`config.mk`:
```
export PLATFORM = sky130hd
export DESIGN_NAME = rotleft_seq
export DESIGN_NICKNAME = d
export VERILOG_FILES = /design/src/rtl/rot_pkg.sv /design/src/rtl/rotl_step.sv /design/src/rtl/rotleft_seq.sv
export SDC_FILE = /design/constraint.sdc
export NUM_CORES = 1
export LEC_CHECK = 0
export BUFFER_PORTS_ARGS = -buffer_cell sky130_fd_sc_hd__buf_4
export CAP_MARGIN = 10
export CORE_ASPECT_RATIO = 0.8
export CORE_MARGIN = 3
export CORE_UTILIZATION = 30
export CTS_CLUSTER_SIZE = 24
export DETAILED_ROUTE_END_ITERATION = 12
export PLACE_DENSITY_LB_ADDON = 0.25
export SYNTH_ARGS = -nofsm -noshare
export SYNTH_HDL_FRONTEND = slang
export SYNTH_SLANG_ARGS = --single-unit
```
`constraint.sdc`:
```
create_clock -name clk -period 2.6 [get_ports clk]
set_input_delay 0.13 -clock clk [delete_from_list [all_inputs] [get_ports clk]]
set_output_delay 0.13 -clock clk [all_outputs]
set_load 0.005 [all_outputs]
```
`src/rtl/rot_pkg.sv`:
```
// Shared types for the iterative left rotator: word width, amount type and FSM states.
package rot_pkg;

  localparam int unsigned ROT_W = 32;

  typedef logic [$clog2(ROT_W)-1:0] rot_amt_t;

  typedef enum logic [1:0] {
    IDLE,
    BUSY,
    DONE
  } rot_state_e;

endpackage

```
`src/rtl/rotl_step.sv`:
```
// Combinational left rotate of a WIDTH-bit word by k (0..STEP) positions,
// built as one mux stage per bit of k, each stage rotating by a power of two.
module rotl_step #(
  parameter int unsigned WIDTH = 32,
  parameter int unsigned STEP  = 4,
  parameter int unsigned K_W   = $clog2(STEP + 1)
) (
  input  logic [WIDTH-1:0] data,
  input  logic [K_W-1:0]   k,
  output logic [WIDTH-1:0] rot_c
);

  logic [WIDTH-1:0] stage [K_W+1];

  assign stage[0] = data;

  for (genvar i = 0; i < K_W; i++) begin : g_stage
    // Rotating by a multiple of WIDTH is the identity, so such a stage is a plain pass.
    localparam int unsigned SH = (32'd1 << i) % WIDTH;
    logic [WIDTH-1:0] rot;
    if (SH == 0) begin : g_pass
      assign rot = stage[i];
    end else begin : g_rot
      assign rot = {stage[i][WIDTH-1-SH:0], stage[i][WIDTH-1:WIDTH-SH]};
    end
    assign stage[i+1] = k[i] ? rot : stage[i];
  end

  assign rot_c = stage[K_W];

endmodule

```
`src/rtl/rotleft_seq.sv`:
```
// Multi-cycle variable-amount left rotator: accepts a word and amount, rotates by
// at most STEP positions per clock, then holds the result until it is taken.
module rotleft_seq
  import rot_pkg::*;
#(
  parameter int unsigned WIDTH = ROT_W,
  parameter int unsigned STEP  = 4
) (
  input  logic                     clk,
  input  logic                     rst_n,
  input  logic                     in_valid,
  output logic                     in_ready,
  input  logic [WIDTH-1:0]         in_data,
  input  logic [$clog2(WIDTH)-1:0] in_amt,
  output logic                     out_valid,
  input  logic                     out_ready,
  output logic [WIDTH-1:0]         out_data,
  output logic                     busy
);

  localparam int unsigned AMT_W = $clog2(WIDTH);
  localparam int unsigned K_W   = $clog2(STEP + 1);

  rot_state_e       state, state_n;
  logic [WIDTH-1:0] data_r, data_n, rot_c;
  logic [AMT_W-1:0] rem_r, rem_n;
  logic [K_W-1:0]   step_amt;

  // Positions rotated this cycle: whatever remains, capped at STEP.
  always_comb begin
    if (32'(rem_r) < STEP) step_amt = K_W'(rem_r);
    else                   step_amt = K_W'(STEP);
  end

  rotl_step #(
    .WIDTH (WIDTH),
    .STEP  (STEP),
    .K_W   (K_W)
  ) u_rotl_step (
    .data  (data_r),
    .k     (step_amt),
    .rot_c (rot_c)
  );

  always_comb begin
    state_n = state;
    data_n  = data_r;
    rem_n   = rem_r;
    case (state)
      IDLE: begin
        if (in_valid) begin
          data_n  = in_data;
          rem_n   = in_amt;
          state_n = (in_amt == '0) ? DONE : BUSY;
        end
      end
      BUSY: begin
        data_n = rot_c;
        rem_n  = rem_r - AMT_W'(step_amt);
        if (rem_n == '0) state_n = DONE;
      end
      DONE: begin
        if (out_ready) state_n = IDLE;
      end
      default: state_n = IDLE;
    endcase
  end

  // Handshake flags are registered copies of the next-state decode, so they
  // always match the state register and have no path from the inputs.
  always_ff @(posedge clk or negedge rst_n) begin
    if (!rst_n) begin
      state     <= IDLE;
      data_r    <= '0;
      rem_r     <= '0;
      in_ready  <= 1'b1;
      out_valid <= 1'b0;
      busy      <= 1'b0;
    end else begin
      state     <= state_n;
      data_r    <= data_n;
      rem_r     <= rem_n;
      in_ready  <= (state_n == IDLE);
      out_valid <= (state_n == DONE);
      busy      <= (state_n != IDLE);
    end
  end

  assign out_data = data_r;

endmodule
```
==> impl_metrics.csv, run 1 <==
group,metric,value,unit
status,status,"completed",
logic_synthesis,synth-main-ff-cell,"dfrtp_1",
grt,antenna_found_initial,0,
clock_network,ctsResizeCount,0,
drt,first_iter_violations,161,
clock_network,postCtsHoldBufs,1,
logic_synthesis,avgSynthCellArea,9.05,sq um
logic_synthesis,synth_mux_area_share,11.2,%
grt,top_usage_layer,"met1",
logic_synthesis,synth-seq-cells,42,
layout,fin_cells,501,
power_and_ir_drop,power_leakage,0.00154,uW
logic_synthesis,synth_xor_xnor_area_share,0,%
grt,grt_max_degree,43,
timing,slew_headroom,61.3,%
grt,grt.met2_usage,24.8,%
timing,period_needed,2.28,ns
worst_setup_path,r2r-end,"state[0]",
clock_network,clk_pin_slew,0.06,ns
clock_network,clkLatencyLatePin,0.28,ns
layout,diodes,0,
logic_synthesis,synth.yosys.seq_area_share,35.8,%
logic_synthesis,ys_warn_count,0,
flow_run,cap_violations,0,
timing,setup_tns,0,ns
worst_setup_path,r2r-start,"rem_r[3]",
logic_synthesis,netlist_area,2940,sq um
clock_network,cts_buffers,5,
timing,fin_skew,0.00436,ns
drt,first_pass_iters,4,
drt,routedWlPerCell,18.3,um
drt,drc,0,
layout,area_growth,28.0,%
drt,route.final.wire_length,9190,um
logic_synthesis,synth_compound_area_share,26.0,%
worst_setup_path,cp-endpoint,"state[0]",
logic_synthesis,synth_adder_area_share,0.426,%
placed_design,place_hpwl,6150,um
timing,slew_viol_final,0,
logic_synthesis,synthSimpleGateAreaFrac,19.7,%
layout,final_core_util,40.4,%
clock_network,htreeDepth,2,
grt,grt_pass1_vias,2814,
timing,finalSetupViolations,0,
grt,track_usage,17.0,%
grt,grt_first_pass_wirelength,15000,um
floorplanning,start_util,31.6,%
logic_synthesis,syn_inst,325,
worst_setup_path,end_kind,"register",
layout,layout-drive-gt1-share,34.2,%
drt,viasPerCell,5.67,
logic_synthesis,synth_top_family_by_area,"compound AO/OA/AOI/OAI gates",
power_and_ir_drop,peakVddDrop,0.509,mV
worst_setup_path,worstPathRequired,2.73,ns
grt,gr-usage-met3,3.40,%
floorplanning,die_w,117,um
worst_setup_path,start_kind,"register",
clock_network,cts_buffer_depth,2,
logic_synthesis,synthArstFlopShare,100,%
worst_setup_path,reg2reg_depth,7,
clock_network,root_buffer,"clkbuf_16",
worst_setup_path,path_class,"reg2reg",
worst_setup_path,cp.arrival,2.41,ns
floorplanning,die_area,11000,sq um
floorplanning,rows,31,
placed_design,place_congestion,0.839,
worst_setup_path,rrSetupSlack,0.32,ns
layout,nets,427,
timing,max_slew.worst_pin.slew,0.580,ns
drt,num_vias,2843,
placed_design,io_buffers,75,
timing,finalCritPeriodShare,87.6,%
worst_hold_path,hp-class,"in2reg",
power_and_ir_drop,p_per_area,1350,nW/um^2
timing,rsz0062_at_grt,"no",
clock_network,post_cts_buffers,0,
layout,fillers,959,
logic_synthesis,synth-edff-count,0,
logic_synthesis,synth_cell_type_count,41,
placed_design,post-place-cells,492,
clock_network,cts_sinks,42,
clock_network,cts_tree,"yes",
worst_setup_path,crit_start,"rem_r[3]",
grt,globalRouteOverflowTotal,0,
timing,finalHoldViolations,0,
grt,grt.met1_usage,26.2,%
floorplanning,die_y,94.6,um
floorplanning,io_pins,76,
floorplanning,core_area,9310,sq um
logic_synthesis,synth_fp_nets,367,
drt,route.antenna.remaining_nets,0,
timing,max_freq,439,MHz
worst_setup_path,crit_fanout,10,
## cell usage after synthesis (2+ instances only)
cell type  number  area [sq um]
nand2_1        72           270
dfrtp_1        41          1030
mux2i_1        33           330
nor3_1         32           160
a221oi_1       22           193
a31o_2         21           184
buf_2          19          95.1
a31o_1         10          87.6
a221oi_2        9           135
clkbuf_1        9          33.8
a21oi_1         7          35.0
o21ai_0         5          25.0
buf_6           4          45.0
inv_1           4          15.0
a31oi_1         3          18.8
nor2b_1         3          18.8
nand2b_1        2          12.5
nor2_1          2          7.51
nor3_2          2          20.0
o2bb2ai_1       2          17.5
o32ai_1         2          17.5
or4_1           2          15.0
## final cells by class
| class | instances | area (sq um) | area share (%) |
|---|---|---|---|
| clock buffers | 8 | 166 | 4.42 |
| inverters | 4 | 15.0 | 0.399 |
| multi-input cells | 245 | 1710 | 45.3 |
| flip-flops and latches | 42 | 1050 | 28.0 |
| well taps | 115 | 144 | 3.82 |
| repair buffers | 87 | 681 | 18.1 |
## kinds of logic (layout without fill, tap and decap cells)
family	Yosys count	in the layout
muxes	33	33
buffers and inverters	38	99
DFF	42	42
and+or+nand+nor	123	123
other	1	1
adders and majority gates	1	1
AOI/OAI and AO/OA	87	87
## sequential cells by signal, indices dropped and copies added, names as in the netlist
signal,flops
state,2
out_data,32
out_valid,1
busy,1
in_ready,1
rem_r,5
## power breakdown
group	total [uW]	switching [uW]	internal, uW
logic	2900	1450	1450
registers	1500	503	996
clock network	698	262	435
## layer usage
layer	vias to the layer above	wire length [um]
met1	1394	4650
met2	92	3970
met3	7	525
met5	-	0
li1	1350	-
met4	0	48
## worst max-delay path, cell delays in order (launching register included)
cell and delay, ns:
dfrtp_1 0.56, or3_1 0.25, nand2_1 0.08, ha_1 0.27
nor4b_1 0.28, a21oi_1 0.07, o41ai_1 0.45, o32ai_1 0.17
## how the worst min path moves through the flow
stage | endpoint | cells past startpoint | start
CTS | in_ready | 2 | in_valid
global placement | out_data[0] | 1 | rst_n
detailed placement | out_data[0] | 1 | rst_n
floorplan | busy | 0 | rst_n
finish | in_ready | 2 | in_valid
global route | in_ready | 2 | in_valid
## stage by stage
| step | cell area (sq um) | worst slack [ns] | hold WS (ns) | power (uW) |
|---|---|---|---|---|
| after global routing | 3760 | 0.0619 | 0.0804 | 5530 |
| final | 3760 | 0.323 | 0.0587 | 5100 |
| after detailed placement | 3590 | 0.330 | 0.178 | 4400 |
| after CTS | 3760 | 0.317 | 0.0524 | 5110 |
| after floorplan | 2940 | 0.489 | -0.166 | 3390 |
| after global placement | 3590 | 0.403 | 0.172 | 4360 |
## cell usage in the layout (no fill, tap or decap), drive strengths merged
cell         synthesis  final
a21oi                7      7
a221o                1      1
a221oi              31     31
a2bb2oi              1      1
a311oi               1      1
a31o                31     31
a31oi                3      3
and3                 1      1
buf                 25     86
clkbuf               9      8
conb                 1      1
dfrtp               41     41
dfstp                1      1
dlygate4sd3          0      1
ha                   1      1
inv                  4      4
mux2i               33     33
nand2               72     72
nand2b               2      2
nand3                1      1
nand3b               1      1
nor2                 2      2
nor2b                3      3
nor3                34     34
nor4b                2      2
o21ai                5      5
o22ai                1      1
o2bb2ai              2      2
o31ai                1      1
o32ai                2      2
o41ai                1      1
or2                  1      1
or3                  1      1
or4                  2      2
or4b                 1      1
Note: power is estimated with default switching activity, not from simulation.
==> run 2, diff against run 1 <==
--- a/config.mk
+++ b/config.mk
@@ -13,6 +13,7 @@
 export CTS_CLUSTER_SIZE = 24
 export DETAILED_ROUTE_END_ITERATION = 12
 export PLACE_DENSITY_LB_ADDON = 0.25
+export SETUP_SLACK_MARGIN = 0.1
 export SYNTH_ARGS = -nofsm -noshare
 export SYNTH_HDL_FRONTEND = slang
 export SYNTH_SLANG_ARGS = --single-unit
==> constraint.sdc (replaced) <==
create_clock -name clk -period 2.6 [get_ports clk]
set_input_delay 0.13 -clock clk [delete_from_list [all_inputs] [get_ports clk]]
set_output_delay 0.13 -clock clk [all_outputs]
set_load 0.05 [all_outputs]
==> impl_metrics.csv, run 2 (synthesis gave the netlist of run 1 again) <==
group,metric,value,unit
status,status,"completed",
placed_design,place_area,3590,sq um
floorplanning,die_w,117,um
worst_hold_path,hp-class,"in2reg",
power_and_ir_drop,p_comb_share,63.6,%
power_and_ir_drop,sw_frac_of_total,51.8,%
worst_setup_path,reg2reg_depth,6,
clock_network,root_buffer,"clkbuf_16",
layout,seq_area,1050,sq um
clock_network,clkLatencyLatePin,0.28,ns
drt,drc,0,
timing,rsz0062_at_grt,"no",
layout,final_common_cell,"buf_4",
layout,nets,427,
power_and_ir_drop,internal_power,2910,uW
drt,first_iter_violations,164,
timing,setup_tns,0,ns
worst_setup_path,critPathTopFamily,"simple AND/OR/NAND/NOR gates",
power_and_ir_drop,clkPwrFrac,11.6,%
worst_hold_path,holdPathStages,2,
timing,whs,0.0594,ns
layout,area_growth,28.3,%
grt,grt_first_pass_wirelength,15000,um
timing,finalCritPeriodShare,84.9,%
power_and_ir_drop,fin_total_pwr,6030,uW
floorplanning,die_y,94.6,um
floorplanning,start_util,31.6,%
layout,postLayoutCellArea,3770,sq um
grt,antenna_found_initial,0,
worst_setup_path,end_kind,"register",
timing,period_needed,2.21,ns
layout,largest_reg_flops,32,
floorplanning,rows,31,
drt,first_pass_iters,4,
drt,routedWlPerCell,18.3,um
clock_network,cts_buffer_depth,2,
timing,slew_headroom,61.3,%
worst_setup_path,crit_fanout,10,
timing,slew_viol_final,0,
grt,gr-usage-met3,3.40,%
worst_setup_path,cp.arrival,2.35,ns
worst_setup_path,worstPathRequired,2.74,ns
drt,route.antenna.remaining_nets,0,
timing,finalSetupViolations,0,
grt,grt_pass1_vias,2814,
power_and_ir_drop,p_per_area,1600,nW/um^2
grt,globalRouteOverflowTotal,0,
power_and_ir_drop,p_seq_share,24.8,%
placed_design,io_buffers,75,
worst_setup_path,path_class,"reg2reg",
placed_design,place_hpwl,6150,um
worst_setup_path,path_depth,6,
grt,track_usage,17.0,%
placed_design,place_congestion,0.839,
power_and_ir_drop,switchingPower,3130,uW
floorplanning,core_area,9310,sq um
clock_network,cts_sinks,42,
timing,max_freq,453,MHz
clock_network,clk_pin_slew,0.06,ns
layout,diodes,0,
timing,max_slew.worst_pin.slew,0.580,ns
clock_network,cts_tree,"yes",
floorplanning,io_pins,76,
drt,route.final.wire_length,9180,um
clock_network,post_cts_buffers,0,
floorplanning,die_area,11000,sq um
worst_setup_path,cpPeakStageDelay,0.53,ns
timing,timing.final.ws_setup,0.393,ns
worst_setup_path,critical_path.slowest_cell,"or4_1",
grt,top_usage_layer,"met1",
timing,finalHoldViolations,0,
worst_setup_path,start_kind,"register",
clock_network,htreeDepth,2,
grt,grt.met2_usage,24.8,%
drt,num_vias,2867,
drt,viasPerCell,5.72,
power_and_ir_drop,peakVddDrop,0.866,mV
placed_design,dp_slack,0.330,ns
grt,grt.met1_usage,26.2,%
clock_network,cts_buffers,5,
layout,mostFrequentLayoutCells,"buf_4 (84), nand2_1 (72), dfrtp_1 (41)",
layout,layout-drive-gt1-share,34.5,%
grt,grt_max_degree,43,
worst_setup_path,crit_chain,"or3_1 > nand2_1 > ha_1 > or4_1 > o41ai_2 > o32ai_1",
worst_setup_path,cp_num_buf_inv,0,
flow_run,cap_violations,0,
layout,multi_input_comb_area,1710,sq um
power_and_ir_drop,power_leakage,0.00155,uW
layout,fillers,959,
timing,fin_skew,0.00445,ns
## run 2: cell counts in the layout (fill, tap and decap cells not counted)
Identical to the previous run, type by type.
## run 2: cell type report
cell class              instances  area share, %
clock buffers                   8           4.41
inverters                       4          0.398
multi-input cells             245           45.4
flip-flops and latches         42           27.9
well taps                     115           3.82
repair buffers                 87           18.0
## run 2: layer usage
layer  part of all wire, %  up-vias
met2                    44      101
met4                  0.44        0
met3                   6.0        5
met5                     0        -
met1                    50     1409
li1                      -     1352
## run 2: final timing paths
check / endpoint / start / slack, ns
setup / recovery: state[0] / rem_r[3] / 0.39
min in group asynchronous: out_data[0] / rst_n / 0.39
max in group asynchronous: state[0] / rst_n / 1.82
hold / removal: in_ready / in_valid / 0.06
hold reg to reg: rem_r[0] / rem_r[0] / 0.62
setup reg to reg: state[0] / rem_r[3] / 0.39
## run 2: power groups by stage
stage	Combinational, uW	Clock (uW)	Sequential [uW]
6_report	3840	698	1500
5_1_grt	4170	741	1560
4_1_cts	3840	705	1490
3_5_place_dp	3830	0	1500
3_3_place_gp	3780	0	1500
2_1_floorplan	2070	0	2200
## run 2: per-stage QoR
step	cells	utilization [%]
2_1_floorplan	325	-
3_3_place_gp	492	38.5
3_5_place_dp	492	38.5
4_1_cts	501	40.4
5_1_grt	501	40.5
6_report	501	40.5
## run 2: timing repair
item | 4_1_cts | 5_1_grt
resized for setup | 0 | 1
setup endpoints to repair | 0 | 1
endpoints found under the hold margin | 41 | 0
hold buffers | 1 | 0
